File: config.mk
export PLATFORM = sky130hd
export DESIGN_NAME = decode_stage
export DESIGN_NICKNAME = d
export VERILOG_FILES = /design/src/rtl/decode_stage_pkg.sv /design/src/rtl/decode_stage_logic.sv /design/src/rtl/decode_stage.sv
export SDC_FILE = /design/constraint.sdc
export NUM_CORES = 1
export LEC_CHECK = 0
export CORE_AREA = 3 3 172 90
export CTS_CLUSTER_SIZE = 14
export DETAILED_ROUTE_END_ITERATION = 8
export DIE_AREA = 0 0 175 93
export MAX_ROUTING_LAYER = met4
export PLACE_DENSITY = 0.93
export SETUP_SLACK_MARGIN = 0.15
export SLEW_MARGIN = 0
export SYNTH_ARGS = -nofsm -noshare
export SYNTH_HDL_FRONTEND = slang
export SYNTH_SLANG_ARGS = --single-unit
File: constraint.sdc
create_clock -name clk -period 4.8 [get_ports clk]
set_input_delay 0.96 -clock clk [delete_from_list [all_inputs] [get_ports clk]]
set_output_delay 0.96 -clock clk [all_outputs]
set_load 0.02 [all_outputs]
File: src/rtl/decode_stage_pkg.sv
// rtl/decode_stage_pkg.sv - control encodings, opcodes and decoded bundle type for the decode stage
package decode_stage_pkg;

    localparam logic [3:0] ALU_ADD  = 4'd0;
    localparam logic [3:0] ALU_SUB  = 4'd1;
    localparam logic [3:0] ALU_AND  = 4'd2;
    localparam logic [3:0] ALU_OR   = 4'd3;
    localparam logic [3:0] ALU_XOR  = 4'd4;
    localparam logic [3:0] ALU_SLT  = 4'd5;
    localparam logic [3:0] ALU_SLTU = 4'd6;
    localparam logic [3:0] ALU_SLL  = 4'd7;
    localparam logic [3:0] ALU_SRL  = 4'd8;
    localparam logic [3:0] ALU_SRA  = 4'd9;

    localparam logic [2:0] IMM_I = 3'd0;
    localparam logic [2:0] IMM_S = 3'd1;
    localparam logic [2:0] IMM_B = 3'd2;
    localparam logic [2:0] IMM_U = 3'd3;
    localparam logic [2:0] IMM_J = 3'd4;

    localparam logic [1:0] ALU1_RS1  = 2'd0;
    localparam logic [1:0] ALU1_PC   = 2'd1;
    localparam logic [1:0] ALU1_ZERO = 2'd2;
    localparam logic [1:0] ALU2_RS2  = 2'd0;
    localparam logic [1:0] ALU2_IMM  = 2'd1;

    localparam logic [1:0] WB_ALU = 2'd0;
    localparam logic [1:0] WB_MEM = 2'd1;
    localparam logic [1:0] WB_PC4 = 2'd2;
    localparam logic [1:0] WB_CSR = 2'd3;

    localparam logic [6:0] OPC_LOAD   = 7'b0000011;
    localparam logic [6:0] OPC_STORE  = 7'b0100011;
    localparam logic [6:0] OPC_BRANCH = 7'b1100011;
    localparam logic [6:0] OPC_JALR   = 7'b1100111;
    localparam logic [6:0] OPC_JAL    = 7'b1101111;
    localparam logic [6:0] OPC_OP_IMM = 7'b0010011;
    localparam logic [6:0] OPC_OP     = 7'b0110011;
    localparam logic [6:0] OPC_LUI    = 7'b0110111;
    localparam logic [6:0] OPC_AUIPC  = 7'b0010111;
    localparam logic [6:0] OPC_SYSTEM = 7'b1110011;

    localparam logic [6:0] F7_BASE   = 7'b0000000;
    localparam logic [6:0] F7_ALT    = 7'b0100000;
    localparam logic [6:0] F7_MULDIV = 7'b0000001;

    typedef struct packed {
        logic       illegal;
        logic       reg_write;
        logic       mem_read;
        logic       mem_write;
        logic       branch;
        logic       jump;
        logic       md_en;
        logic       csr_en;
        logic [3:0] alu_op;
        logic [2:0] imm_type;
        logic [2:0] funct3;
        logic [1:0] alu_src1;
        logic [1:0] alu_src2;
        logic [1:0] wb_sel;
        logic [4:0] rd;
        logic [4:0] rs1;
        logic [4:0] rs2;
    } ctrl_t;

    localparam int CTRL_W = $bits(ctrl_t);

    // alt selects SUB on funct3=000 and SRA on funct3=101
    function automatic logic [3:0] alu_from_funct3(input logic [2:0] f3, input logic alt);
        logic [3:0] op;
        case (f3)
            3'b000:  op = alt ? ALU_SUB : ALU_ADD;
            3'b001:  op = ALU_SLL;
            3'b010:  op = ALU_SLT;
            3'b011:  op = ALU_SLTU;
            3'b100:  op = ALU_XOR;
            3'b101:  op = alt ? ALU_SRA : ALU_SRL;
            3'b110:  op = ALU_OR;
            default: op = ALU_AND;
        endcase
        return op;
    endfunction

endpackage

File: src/rtl/decode_stage_logic.sv
// rtl/decode_stage_logic.sv - combinational RV32I/M/Zicsr decoder producing the control bundle and illegal flag
module decode_stage_logic
    import decode_stage_pkg::*;
#(
    parameter bit EN_M   = 1'b1,
    parameter bit EN_CSR = 1'b1
) (
    input  logic [31:0]       inst,
    output logic [CTRL_W-1:0] ctrl
);

    logic [6:0] opcode;
    logic [6:0] funct7;
    logic [2:0] funct3;
    logic       legal;
    ctrl_t      c;

    assign opcode = inst[6:0];
    assign funct3 = inst[14:12];
    assign funct7 = inst[31:25];

    always_comb begin
        c          = '0;
        c.rd       = inst[11:7];
        c.rs1      = inst[19:15];
        c.rs2      = inst[24:20];
        c.funct3   = funct3;
        c.alu_op   = ALU_ADD;
        c.imm_type = IMM_I;
        c.alu_src1 = ALU1_RS1;
        c.alu_src2 = ALU2_RS2;
        c.wb_sel   = WB_ALU;
        legal      = 1'b1;

        case (opcode)
            OPC_OP: begin
                c.reg_write = 1'b1;
                if (funct7 == F7_BASE)
                    c.alu_op = alu_from_funct3(funct3, 1'b0);
                else if (funct7 == F7_ALT && (funct3 == 3'b000 || funct3 == 3'b101))
                    c.alu_op = alu_from_funct3(funct3, 1'b1);
                else if (EN_M && funct7 == F7_MULDIV)
                    c.md_en = 1'b1;
                else
                    legal = 1'b0;
            end
            OPC_OP_IMM: begin
                c.reg_write = 1'b1;
                c.alu_src2  = ALU2_IMM;
                c.alu_op    = alu_from_funct3(funct3, funct3 == 3'b101 && funct7 == F7_ALT);
                // only shifts carry funct7 in the immediate field
                if ((funct3 == 3'b001 && funct7 != F7_BASE) ||
                    (funct3 == 3'b101 && funct7 != F7_BASE && funct7 != F7_ALT))
                    legal = 1'b0;
            end
            OPC_LOAD: begin
                c.reg_write = 1'b1;
                c.mem_read  = 1'b1;
                c.alu_src2  = ALU2_IMM;
                c.wb_sel    = WB_MEM;
                if (funct3 == 3'b011 || funct3 == 3'b110 || funct3 == 3'b111)
                    legal = 1'b0;
            end
            OPC_STORE: begin
                c.mem_write = 1'b1;
                c.alu_src2  = ALU2_IMM;
                c.imm_type  = IMM_S;
                if (funct3 > 3'b010)
                    legal = 1'b0;
            end
            OPC_BRANCH: begin
                c.branch   = 1'b1;
                c.imm_type = IMM_B;
                case (funct3)
                    3'b000, 3'b001: c.alu_op = ALU_SUB;
                    3'b100, 3'b101: c.alu_op = ALU_SLT;
                    3'b110, 3'b111: c.alu_op = ALU_SLTU;
                    default:        legal    = 1'b0;
                endcase
            end
            OPC_JAL: begin
                c.reg_write = 1'b1;
                c.jump      = 1'b1;
                c.alu_src1  = ALU1_PC;
                c.alu_src2  = ALU2_IMM;
                c.imm_type  = IMM_J;
                c.wb_sel    = WB_PC4;
            end
            OPC_JALR: begin
                c.reg_write = 1'b1;
                c.jump      = 1'b1;
                c.alu_src2  = ALU2_IMM;
                c.wb_sel    = WB_PC4;
                if (funct3 != 3'b000)
                    legal = 1'b0;
            end
            OPC_LUI: begin
                c.reg_write = 1'b1;
                c.alu_src1  = ALU1_ZERO;
                c.alu_src2  = ALU2_IMM;
                c.imm_type  = IMM_U;
            end
            OPC_AUIPC: begin
                c.reg_write = 1'b1;
                c.alu_src1  = ALU1_PC;
                c.alu_src2  = ALU2_IMM;
                c.imm_type  = IMM_U;
            end
            OPC_SYSTEM: begin
                c.reg_write = 1'b1;
                c.csr_en    = 1'b1;
                c.wb_sel    = WB_CSR;
                if (!EN_CSR || funct3 == 3'b000 || funct3 == 3'b100)
                    legal = 1'b0;
            end
            default: legal = 1'b0;
        endcase

        if (!legal) begin
            c.illegal   = 1'b1;
            c.reg_write = 1'b0;
            c.mem_read  = 1'b0;
            c.mem_write = 1'b0;
            c.branch    = 1'b0;
            c.jump      = 1'b0;
            c.md_en     = 1'b0;
            c.csr_en    = 1'b0;
        end
        if (c.rd == 5'd0)
            c.reg_write = 1'b0;
    end

    assign ctrl = c;

endmodule

File: src/rtl/decode_stage.sv
// rtl/decode_stage.sv - registered decode stage with valid/ready handshake and optional skid entry
module decode_stage
    import decode_stage_pkg::*;
#(
    parameter int XLEN   = 32,
    parameter bit EN_M   = 1'b1,
    parameter bit EN_CSR = 1'b1,
    parameter bit SKID   = 1'b1
) (
    input  logic            clk,
    input  logic            rst,
    input  logic            flush,
    input  logic            in_valid,
    output logic            in_ready,
    input  logic [31:0]     in_inst,
    input  logic [XLEN-1:0] in_pc,
    output logic            out_valid,
    input  logic            out_ready,
    output logic [31:0]     out_inst,
    output logic [XLEN-1:0] out_pc,
    output logic [4:0]      out_rd,
    output logic [4:0]      out_rs1,
    output logic [4:0]      out_rs2,
    output logic [3:0]      alu_op,
    output logic [2:0]      imm_type,
    output logic [2:0]      funct3_out,
    output logic [1:0]      alu_src1,
    output logic [1:0]      alu_src2,
    output logic [1:0]      wb_sel,
    output logic            reg_write,
    output logic            mem_read,
    output logic            mem_write,
    output logic            branch,
    output logic            jump,
    output logic            md_en,
    output logic            csr_en,
    output logic            illegal
);

    typedef enum logic [1:0] {S_EMPTY, S_ONE, S_TWO} state_t;

    state_t          state;
    ctrl_t           dec;
    ctrl_t           main_ctrl;
    ctrl_t           skid_ctrl;
    logic [31:0]     main_inst;
    logic [31:0]     skid_inst;
    logic [XLEN-1:0] main_pc;
    logic [XLEN-1:0] skid_pc;
    logic            valid_r;
    logic            ready_r;
    logic            in_fire;
    logic            out_fire;

    decode_stage_logic #(
        .EN_M   (EN_M),
        .EN_CSR (EN_CSR)
    ) u_logic (
        .inst (in_inst),
        .ctrl (dec)
    );

    // without a skid entry the stage can only accept when its single slot drains this cycle
    assign in_ready  = SKID ? ready_r : (!valid_r || out_ready);
    assign out_valid = valid_r;
    assign in_fire   = in_valid && in_ready;
    assign out_fire  = valid_r && out_ready;

    always_ff @(posedge clk) begin
        if (rst) begin
            state     <= S_EMPTY;
            valid_r   <= 1'b0;
            ready_r   <= 1'b1;
            main_ctrl <= '0;
            main_inst <= '0;
            main_pc   <= '0;
            skid_ctrl <= '0;
            skid_inst <= '0;
            skid_pc   <= '0;
        end else if (flush) begin
            state   <= S_EMPTY;
            valid_r <= 1'b0;
            ready_r <= 1'b1;
        end else begin
            case (state)
                S_EMPTY: begin
                    if (in_fire) begin
                        state     <= S_ONE;
                        valid_r   <= 1'b1;
                        main_ctrl <= dec;
                        main_inst <= in_inst;
                        main_pc   <= in_pc;
                    end
                end
                S_ONE: begin
                    if (in_fire && out_fire) begin
                        main_ctrl <= dec;
                        main_inst <= in_inst;
                        main_pc   <= in_pc;
                    end else if (in_fire && SKID) begin
                        state     <= S_TWO;
                        ready_r   <= 1'b0;
                        skid_ctrl <= dec;
                        skid_inst <= in_inst;
                        skid_pc   <= in_pc;
                    end else if (out_fire) begin
                        state   <= S_EMPTY;
                        valid_r <= 1'b0;
                    end
                end
                S_TWO: begin
                    if (out_fire) begin
                        state     <= S_ONE;
                        ready_r   <= 1'b1;
                        main_ctrl <= skid_ctrl;
                        main_inst <= skid_inst;
                        main_pc   <= skid_pc;
                    end
                end
                default: begin
                    state   <= S_EMPTY;
                    valid_r <= 1'b0;
                    ready_r <= 1'b1;
                end
            endcase
        end
    end

    assign out_inst   = main_inst;
    assign out_pc     = main_pc;
    assign out_rd     = main_ctrl.rd;
    assign out_rs1    = main_ctrl.rs1;
    assign out_rs2    = main_ctrl.rs2;
    assign alu_op     = main_ctrl.alu_op;
    assign imm_type   = main_ctrl.imm_type;
    assign funct3_out = main_ctrl.funct3;
    assign alu_src1   = main_ctrl.alu_src1;
    assign alu_src2   = main_ctrl.alu_src2;
    assign wb_sel     = main_ctrl.wb_sel;
    assign reg_write  = main_ctrl.reg_write;
    assign mem_read   = main_ctrl.mem_read;
    assign mem_write  = main_ctrl.mem_write;
    assign branch     = main_ctrl.branch;
    assign jump       = main_ctrl.jump;
    assign md_en      = main_ctrl.md_en;
    assign csr_en     = main_ctrl.csr_en;
    assign illegal    = main_ctrl.illegal;

endmodule

==> flow_summary.yaml <==
clock_network:
  postCtsSetupBuffers: 0
  clk_pin_slew_ns: 0.07
  holdBufCountCts: 0
  insertion_delay_ns: 0.42
  cts.repair.resized: 0
  clockBufferDepth: 2
  numCtsBuffers: 17
  cts_tree: "yes"
  cts_max_level: 4
  root_buffer: "clkbuf_16"
  clock-sinks: 172
power_and_ir_drop:
  clkPwrFrac_pct: 40.6
  combPwrFrac_pct: 14.2
  ir_drop_v: 0.0002097
  report.power.total_mw: 3.367
  netSwitchingPower_mw: 0.9310
  swShare_pct: 27.65
  powerDensity_nw_per_um2: 347.5
  p_int_mw: 2.436
  seq_power_share_pct: 45.2
  leakage_nw: 3.350
route:
  ant_nets: 0
  drt-total-wl_um: 20880
  vias: 7360
  drt-initial-drc-count: 745
  wl_per_cell_um: 16.26
  vias_per_cell: 5.732
  drc: 0
  dr.pass1.iters: 5
timing:
  slew_violations: 0
  rsz0062_at_grt: "false"
  skew_ns: 0.008693
  layout_min_cycle_time_ns: 3.029
  max-slew-margin-rel_pct: 36.34
  tns_ns: 0
  fmax_ghz: 0.3302
  finalCritPeriodShare_pct: 63.10
  tightest_slew_ns: 0.9529
  hold_violations: 0
  setup-violations-final: 0
global_route:
  gr-usage-all-layers_pct: 25.80
  grt_max_degree: 81
  grt_pass1_wl_um: 33440
  grt_pass1_vias: 6632
  antenna_found_initial: 0
  grt_overflow: 0
worst_setup_path:
  cp_data_required_time_ns: 5.11
  critPathBufInv: 2
  r2r_start: "state[1]"
  critical_path.endpoint_type: "register"
  max_stage_delay_ns: 0.61
  cp_slowest_cell: "clkdlybuf4s50_1"
  critPathKind: "in2reg"
  worstPathMaxFanout: 49
  crit_family: "buffers and inverters"
  crit_chain: "clkdlybuf4s50_1, a21boi_4, o21ai_2, and2_4, buf_4, nor2_1, a311oi_1"
  worstSetupStartpointType: "input port"
  crit_arrival_ns: 3.34
  crit_start: "out_ready"
floorplanning:
  rows: 31
  start_util_pct: 53.60
  core_area_um2: 14200
  die_w_um: 175
  pin_count: 174
  die_area_um2: 16280
  die_y_um: 93
status:
  status: "finished clean"
synthesis:
  synth_ff_type: "dfxtp_1"
  syn-mean-instance-area_um2: 7.756
  synth_cell_types: 60
  syn_inst: 981
  yosysSeqAreaShare_pct: 45.26
  synth_edf_count: 0
  async_flop_share_pct: 0
  mappedNetlistArea_um2: 7609
  yosysWarningCount: 0
  ys_ff_latch: 172
  synthesis.nets: 1050
finish:
  syn2layout_area_growth_pct: 27.36
  drive_gt1_share_pct: 5.064
  nets: 1142
  nFillCells: 1156
  diodes: 0
hold_path:
  hp-start: "skid_inst[3]"
  hold_path_class: "reg2reg"
job:
  maxCapViolations: 0
placement:
  portBuffers: 172
  dp_hpwl_um: 13760
  gp_congestion: 0.8951
[sequential cells by signal, indices dropped and copies added (netlist names), 2 cells and up]
name,cells
state,2
skid_inst,18
out_rs2,4
skid_pc,32
out_rs1,4
funct3_out,2
out_pc,32
out_rd,4
wb_sel,2
alu_op,4
out_inst,18
imm_type,3
skid_ctrl,34
alu_src1,2
[power by group through the flow]
| stage | clock network, mW | logic, mW | registers, mW |
|---|---|---|---|
| final | 1.37 | 0.478 | 1.52 |
| after global routing | 1.45 | 0.514 | 1.53 |
| after CTS | 1.38 | 0.476 | 1.52 |
| after detailed placement | 0 | 0.474 | 1.55 |
| after global placement | 0 | 0.466 | 1.55 |
| after floorplan | 0 | 0.218 | 1.60 |
[path summary, 6_finish.rpt]
| path | cells past startpoint | endpoint | slack [ns] |
|---|---|---|---|
| worst min-delay path | 2 | skid_inst[3] | 0.46 |
| worst min register to register | 2 | skid_inst[3] | 0.46 |
| worst max-delay path | 7 | out_pc[15] | 1.77 |
| worst max register to register | 6 | csr_en | 2.34 |
[synth_stat cells (all sizes together) (3+ instances only)]
cell / count / share of area [%]
a21oi: 92 / 6.1
nand3: 9 / 0.59
o211ai: 6 / 0.59
and2: 11 / 0.90
nor2: 106 / 5.2
dfxtp: 172 / 45
a211oi: 12 / 1.2
o21ai: 11 / 0.77
nor3: 16 / 1.1
nand2: 289 / 14
clkbuf: 42 / 2.1
and3: 5 / 0.41
inv: 6 / 0.30
o22ai: 4 / 0.33
buf: 66 / 5.5
a311oi: 72 / 8.3
or3: 3 / 0.25
nor4: 7 / 0.58
nor2b: 5 / 0.41
a31oi: 3 / 0.25
a21boi: 3 / 0.44
[tightest hold or removal path: stages (launching register included)]
cell	delay, ns
dfxtp_1	0.31
nand2_1	0.05
a21oi_1	0.05
[logic make-up (layout without fill, tap and decap cells)]
family	Yosys count	count (layout)	synth area share, %
XOR/XNOR	1	1	0.1151
other	1	1	0.04929
multiplexers	2	2	0.2631
AND/OR/NAND/NOR	467	467	25.87
flip-flops	172	172	45.26
buffers and inverters	114	219	7.926
AO/OA/AOI/OAI	224	224	20.52
[placed cells by master, fill, tap and decap left out, drive strengths merged, types with 2 or more instances in the layout]
cell type / synthesis / routed
a211oi: 12 / 12
nand3: 9 / 9
clkinv: 0 / 2
mux2i: 2 / 2
nor2: 106 / 106
clkdlybuf4s50: 0 / 171
dfxtp: 172 / 172
a21oi: 92 / 92
a21boi: 3 / 3
and3b: 2 / 2
nor2b: 5 / 5
o22ai: 4 / 4
o211ai: 6 / 6
and2: 11 / 11
inv: 6 / 14
and3: 5 / 5
nor4: 7 / 7
o2111ai: 2 / 2
o2bb2ai: 2 / 2
nand2b: 2 / 2
o21a: 2 / 2
clkinvlp: 0 / 3
a31oi: 3 / 3
a32o: 2 / 2
a311oi: 72 / 72
nand2: 289 / 289
nand4: 2 / 2
clkbuf: 42 / 18
o21ai: 11 / 11
a211o: 2 / 2
nor3: 16 / 16
or3: 3 / 3
buf: 66 / 10
[per-layer routing]
| layer | wire length [um] | share of wire (%) | track usage, % |
|---|---|---|---|
| met2 | 8950 | 43 | 38.07 |
| met4 | 159 | 0.76 | 5.570 |
| met5 | 0 | 0 | - |
| met3 | 2024 | 9.7 | 7.097 |
| met1 | 9748 | 47 | 35.71 |
[final cells by class]
cell class,instances,area [um^2],share of cell area [%]
flip-flops and latches,172,3443,35.53
clock buffers,18,429.2,4.429
multi-input cells,695,3593,37.08
well taps,198,247.7,2.556
repair buffers,181,1799,18.57
inverters,6,22.52,0.2324
clock inverters,14,155.1,1.601
[through the flow]
stage	hold slack [ns]	area, um^2	setup WS [ns]	std cells	util, %
2_1_floorplan	0.4320	7609	2.459	981	-
3_3_place_gp	0.4420	9106	1.462	1252	64.15
3_5_place_dp	0.4475	9106	1.385	1252	64.15
4_1_cts	0.4567	9691	1.796	1284	68.26
5_1_grt	0.4693	9691	1.629	1284	68.26
6_report	0.4562	9691	1.771	1284	68.26
No activity file was read; power rests on OpenSTA's default activity.
